[config.mk]
export PLATFORM = sky130hd
export DESIGN_NAME = main_fsm
export DESIGN_NICKNAME = d
export VERILOG_FILES = /design/src/rtl/multicycle_pkg.sv /design/src/rtl/main_fsm.sv
export SDC_FILE = /design/constraint.sdc
export NUM_CORES = 1
export LEC_CHECK = 0
export CORE_UTILIZATION = 34
export CTS_CLUSTER_DIAMETER = 30
export CTS_CLUSTER_SIZE = 8
export DETAILED_ROUTE_END_ITERATION = 10
export GPL_ROUTABILITY_DRIVEN = 0
export PLACE_DENSITY_LB_ADDON = 0.2
export SYNTH_ARGS = -nofsm -noshare
export SYNTH_HDL_FRONTEND = slang
export SYNTH_SLANG_ARGS = --single-unit
[constraint.sdc]
create_clock -name clk -period 1.7 [get_ports clk]
set_clock_uncertainty 0.1 [all_clocks]
set_input_delay 0.255 -clock clk [delete_from_list [all_inputs] [get_ports clk]]
set_output_delay 0.255 -clock clk [all_outputs]
set_load 0.005 [all_outputs]
[src/rtl/multicycle_pkg.sv]
// Shared encodings for the multicycle controller and its datapath muxes.
// MAIN_FSM_LUI_EN adds the LUI state to the state enum.
package multicycle_pkg;

  typedef enum logic [3:0] {
    S_FETCH    = 4'd0,
    S_DECODE   = 4'd1,
    S_MEMADR   = 4'd2,
    S_MEMREAD  = 4'd3,
    S_MEMWB    = 4'd4,
    S_MEMWRITE = 4'd5,
    S_EXECUTER = 4'd6,
    S_EXECUTEI = 4'd7,
    S_ALUWB    = 4'd8,
    S_JAL      = 4'd9,
    S_BEQ      = 4'd10
`ifdef MAIN_FSM_LUI_EN
    , S_LUI    = 4'd11
`endif
  } state_t;

  localparam logic [6:0] OP_LOAD  = 7'b0000011;
  localparam logic [6:0] OP_STORE = 7'b0100011;
  localparam logic [6:0] OP_RTYPE = 7'b0110011;
  localparam logic [6:0] OP_ITYPE = 7'b0010011;
  localparam logic [6:0] OP_JAL   = 7'b1101111;
  localparam logic [6:0] OP_BEQ   = 7'b1100011;
  localparam logic [6:0] OP_LUI   = 7'b0110111;

  localparam logic [1:0] RES_ALU_OUT    = 2'b00;
  localparam logic [1:0] RES_READ_DATA  = 2'b01;
  localparam logic [1:0] RES_ALU_RESULT = 2'b10;

  localparam logic [1:0] SRCA_PC     = 2'b00;
  localparam logic [1:0] SRCA_OLD_PC = 2'b01;
  localparam logic [1:0] SRCA_A      = 2'b10;
  localparam logic [1:0] SRCA_IMM    = 2'b11;

  localparam logic [1:0] SRCB_B    = 2'b00;
  localparam logic [1:0] SRCB_IMM  = 2'b01;
  localparam logic [1:0] SRCB_FOUR = 2'b10;

  localparam logic [1:0] ALU_ADD    = 2'b00;
  localparam logic [1:0] ALU_SUB    = 2'b01;
  localparam logic [1:0] ALU_FUNCT  = 2'b10;
  localparam logic [1:0] ALU_PASS_A = 2'b11;

endpackage

[src/rtl/main_fsm.sv]
// Multicycle RISC-V main controller: state register, next-state logic and Moore output decode.
// Define MAIN_FSM_LUI_EN to support LUI; otherwise op 0110111 is treated as illegal.
module main_fsm
  import multicycle_pkg::*;
(
  input  logic       clk,
  input  logic       reset,
  input  logic [6:0] op,
  input  logic       zero,
  output logic       pc_write,
  output logic       adr_src,
  output logic       mem_write,
  output logic       ir_write,
  output logic       reg_write,
  output logic [1:0] result_src,
  output logic [1:0] alu_src_a,
  output logic [1:0] alu_src_b,
  output logic [1:0] alu_op,
  output logic       illegal_op
);

  state_t state_r;
  state_t next_state_s;
  logic   pc_update_s;
  logic   branch_s;
  logic   ir_write_s;
  logic   mem_write_s;
  logic   reg_write_s;
  logic   illegal_op_s;

  // State register; reset parks the controller in FETCH immediately
  always_ff @(posedge clk or posedge reset) begin
    if (reset) begin
      state_r <= S_FETCH;
    end else begin
      state_r <= next_state_s;
    end
  end

  // Next-state and Moore output decode
  always_comb begin
    next_state_s = S_FETCH;
    pc_update_s  = 1'b0;
    branch_s     = 1'b0;
    ir_write_s   = 1'b0;
    mem_write_s  = 1'b0;
    reg_write_s  = 1'b0;
    illegal_op_s = 1'b0;
    adr_src      = 1'b0;
    result_src   = RES_ALU_OUT;
    alu_src_a    = SRCA_PC;
    alu_src_b    = SRCB_B;
    alu_op       = ALU_ADD;
    case (state_r)
      S_FETCH: begin
        ir_write_s   = 1'b1;
        pc_update_s  = 1'b1;
        alu_src_b    = SRCB_FOUR;
        result_src   = RES_ALU_RESULT;
        next_state_s = S_DECODE;
      end
      S_DECODE: begin
        alu_src_a = SRCA_OLD_PC;
        alu_src_b = SRCB_IMM;
        case (op)
          OP_LOAD, OP_STORE: next_state_s = S_MEMADR;
          OP_RTYPE:          next_state_s = S_EXECUTER;
          OP_ITYPE:          next_state_s = S_EXECUTEI;
          OP_JAL:            next_state_s = S_JAL;
          OP_BEQ:            next_state_s = S_BEQ;
`ifdef MAIN_FSM_LUI_EN
          OP_LUI:            next_state_s = S_LUI;
`endif
          default: begin
            next_state_s = S_FETCH;
            illegal_op_s = 1'b1;
          end
        endcase
      end
      S_MEMADR: begin
        alu_src_a = SRCA_A;
        alu_src_b = SRCB_IMM;
        if (op == OP_LOAD) begin
          next_state_s = S_MEMREAD;
        end else begin
          next_state_s = S_MEMWRITE;
        end
      end
      S_MEMREAD: begin
        adr_src      = 1'b1;
        next_state_s = S_MEMWB;
      end
      S_MEMWB: begin
        result_src   = RES_READ_DATA;
        reg_write_s  = 1'b1;
        next_state_s = S_FETCH;
      end
      S_MEMWRITE: begin
        adr_src      = 1'b1;
        mem_write_s  = 1'b1;
        next_state_s = S_FETCH;
      end
      S_EXECUTER: begin
        alu_src_a    = SRCA_A;
        alu_op       = ALU_FUNCT;
        next_state_s = S_ALUWB;
      end
      S_EXECUTEI: begin
        alu_src_a    = SRCA_A;
        alu_src_b    = SRCB_IMM;
        alu_op       = ALU_FUNCT;
        next_state_s = S_ALUWB;
      end
      S_ALUWB: begin
        reg_write_s  = 1'b1;
        next_state_s = S_FETCH;
      end
      S_JAL: begin
        alu_src_a    = SRCA_OLD_PC;
        alu_src_b    = SRCB_FOUR;
        pc_update_s  = 1'b1;
        next_state_s = S_ALUWB;
      end
      S_BEQ: begin
        alu_src_a    = SRCA_A;
        alu_op       = ALU_SUB;
        branch_s     = 1'b1;
        next_state_s = S_FETCH;
      end
`ifdef MAIN_FSM_LUI_EN
      S_LUI: begin
        alu_src_a    = SRCA_IMM;
        alu_op       = ALU_PASS_A;
        next_state_s = S_ALUWB;
      end
`endif
      default: next_state_s = S_FETCH;
    endcase
  end

  // Write enables are killed combinationally so an abandoned instruction commits nothing
  assign pc_write   = ~reset & (pc_update_s | (branch_s & zero));
  assign ir_write   = ~reset & ir_write_s;
  assign mem_write  = ~reset & mem_write_s;
  assign reg_write  = ~reset & reg_write_s;
  assign illegal_op = ~reset & illegal_op_s;

endmodule

==> impl_metrics.toml <==
[setup_path]
path_cells = "buf_6 > or4b_4 > a211oi_2 > buf_2"
end_kind = "output port"
cp-start-kind = "flip-flop"
arrival_ns = 1.52
cp_max_fo = 5
cp_slowest_cell = "or4b_4"
max_stage_delay_ns = 0.48
crit_required_ns = 1.34
critical_path_class = "reg -> out"

[logic_synthesis]
synth_fp_nets = 74
yosysTopAreaCell = "dfrtp_1"
seq_area_frac_synth_pct = 21.0
ys_top_cells_by_area = "dfrtp_1 21%, xor2_1 7.3%, nor3_1 6.3%"
syn_inst = 64
synth_warnings = 0
yosys.cell_types.count = 31
synth.cell_area_um2 = 477
synth_edf_count = 0
ys.flop_type = "dfrtp_1"
ys_ff_latch = 4
syn_avg_cell_area_um2 = 7.45
async_flop_share_pct = 100
synth_top_area_share_pct = 21.0

[pwr]
p_leak_uw = 0.000564
sw_frac_of_total_pct = 38.4
sequentialPowerShare_pct = 12.7
total_power_uw = 1100
clkPwrFrac_pct = 10.7
p_int_uw = 677
power-per-cell-area_mw_per_mm2 = 976
pwr-share-comb_pct = 76.6
ir_worst_vdd_mv = 0.693
switching_power_uw = 422

[grt]
grt_pass1_vias = 646
antenna_found_initial = 0
grt.overflow.total = 0
grt_util_all_layers_pct = 25.4
grt_pass1_wl_um = 2680
grt_max_degree = 8

[clock_tree]
cts_tree = "yes"
clk_path_buf_depth = 2
clkTransAtPathRegs_ns = 0.04
clock_latency_ns = 0.24
cts_sinks = 4
htreeDepth = 1
cts-root-buf = "clkbuf_4"
numCtsBuffers = 3

[finish]
regMostFlops = "state_r"
area_growth_pct = 136
layout.nets = 137
layout_commonest_cell = "buf_4"
largest_reg_flops = 4
layout-drive-gt1-share_pct = 60.8
final_cell_mix = "26 x buf_4, 14 x buf_6, 12 x buf_2"
reg_top3 = "state_r: 4 flops"
num_antenna_cells = 0

[status]
violations = "setup timing"
status = "complete, but fails checks"

[die]
dieHeight_um = 39.4
ioPinCount = 24
die_area_mm2 = 0.00156
num_rows = 13
start_util_pct = 36.6
core_mm2 = 0.00130
die-width_um = 39.4

[sta]
hold_viol_final = 0
rsz0062_at_grt = "true"
setup-tns-final_ns = -1.26
drv_slew = 0
max_slew_margin_pct = 77.1
setup_viol = 12
period_share_pct = 110
whs_ns = 0.455
worstMarginPinSlew_ns = 0.340
fin_crit_ns = 1.87
fmax_mhz = 534
setup_slack_ns = -0.172

[place]
numPortBuffers = 23
dp_hpwl_um = 1160

[flow_run]
cap_violations = 0

[routing]
drcViolationCount = 0
via_per_inst = 5.65
routed_wl_um = 2440
wl_per_cell_um = 17.4
dr.pass1.iters = 4
postRouteAntennaNets = 0
drt_iter0_drc = 27
vias = 791

[hold_path]
hold_class = "in -> async"
-- cell type report --
type / instances / area (um2)
inverter: 2 / 7.51
fill: 76 / 175
clock buffer: 3 / 22.5
multi-input combinational: 53 / 443
tap: 15 / 18.8
timing repair buffer: 63 / 532
sequential: 4 / 103
-- worst paths after layout --
kind	start	end	slack [ns]	cells after the start
worst max-delay path	state_r[0]	illegal_op	-0.17	4
worst min-delay path	reset	state_r[1]	0.45	4
worst max register to register	state_r[0]	state_r[1]	-0.10	5
worst min register to register	state_r[3]	state_r[2]	0.69	4
max in group asynchronous	reset	state_r[0]	0.93	4
min in group clk	op[0]	state_r[1]	0.67	4
-- cell families after synthesis --
family,Yosys count,share of synthesized area [%]
AOI/OAI and AO/OA,13,19.9
DFF,4,21.0
xor gates and xnor gates,4,7.35
buffers and inverters,7,7.09
and+or+nand+nor,36,44.6
-- synthesized netlist by cell type (2+ instances only) --
library cell	n
nor2_1	6
nor3_1	6
dfrtp_1	4
nand2_1	4
xor2_1	4
clkbuf_1	3
nand2b_1	3
nor2b_1	3
nor4_1	3
a211oi_1	2
a21oi_1	2
and2_1	2
and3_1	2
inv_1	2
o21ai_0	2
-- layer usage --
layer	vias to the layer above	GRT usage (%)	routed length (um)
li1	357	-	-
met1	378	27.5	947
met2	44	46.3	1250
met3	12	6.82	151
met4	0	8.62	96
met5	-	0	0
-- critical path, delay by kind of cell (launching register included) --
family	cells	cell delay, ns
flip-flops	1	0.41
buffers and inverters	2	0.24
AND/OR/NAND/NOR	1	0.48
AO/OA/AOI/OAI	1	0.14
-- what timing repair did --
action,in CTS,in global routing
buffers inserted,13,5
gates cloned,0,0
hold buffers,0,0
gates resized for setup,71,18
endpoints found under the setup margin,15,15
pin swaps,8,12
hold endpoints to repair,0,0
-- power groups by stage --
stage	Combinational [uW]	Clock [uW]	Sequential, uW
2_1_floorplan	222	0	123
3_3_place_gp	536	0	138
3_5_place_dp	547	0	138
4_1_cts	664	121	134
5_1_grt	888	128	141
6_report	842	117	140
-- stage by stage --
stage	instances	setup WS (ns)	cell area, um2	util, %
6_report	140	-0.172	1130	86.5
4_1_cts	135	-0.137	1020	78.7
3_3_place_gp	119	-0.391	865	66.4
2_1_floorplan	64	0.00634	477	-
3_5_place_dp	119	-0.432	865	66.4
5_1_grt	140	-0.242	1130	86.5
(Power assumes the default switching activity.)
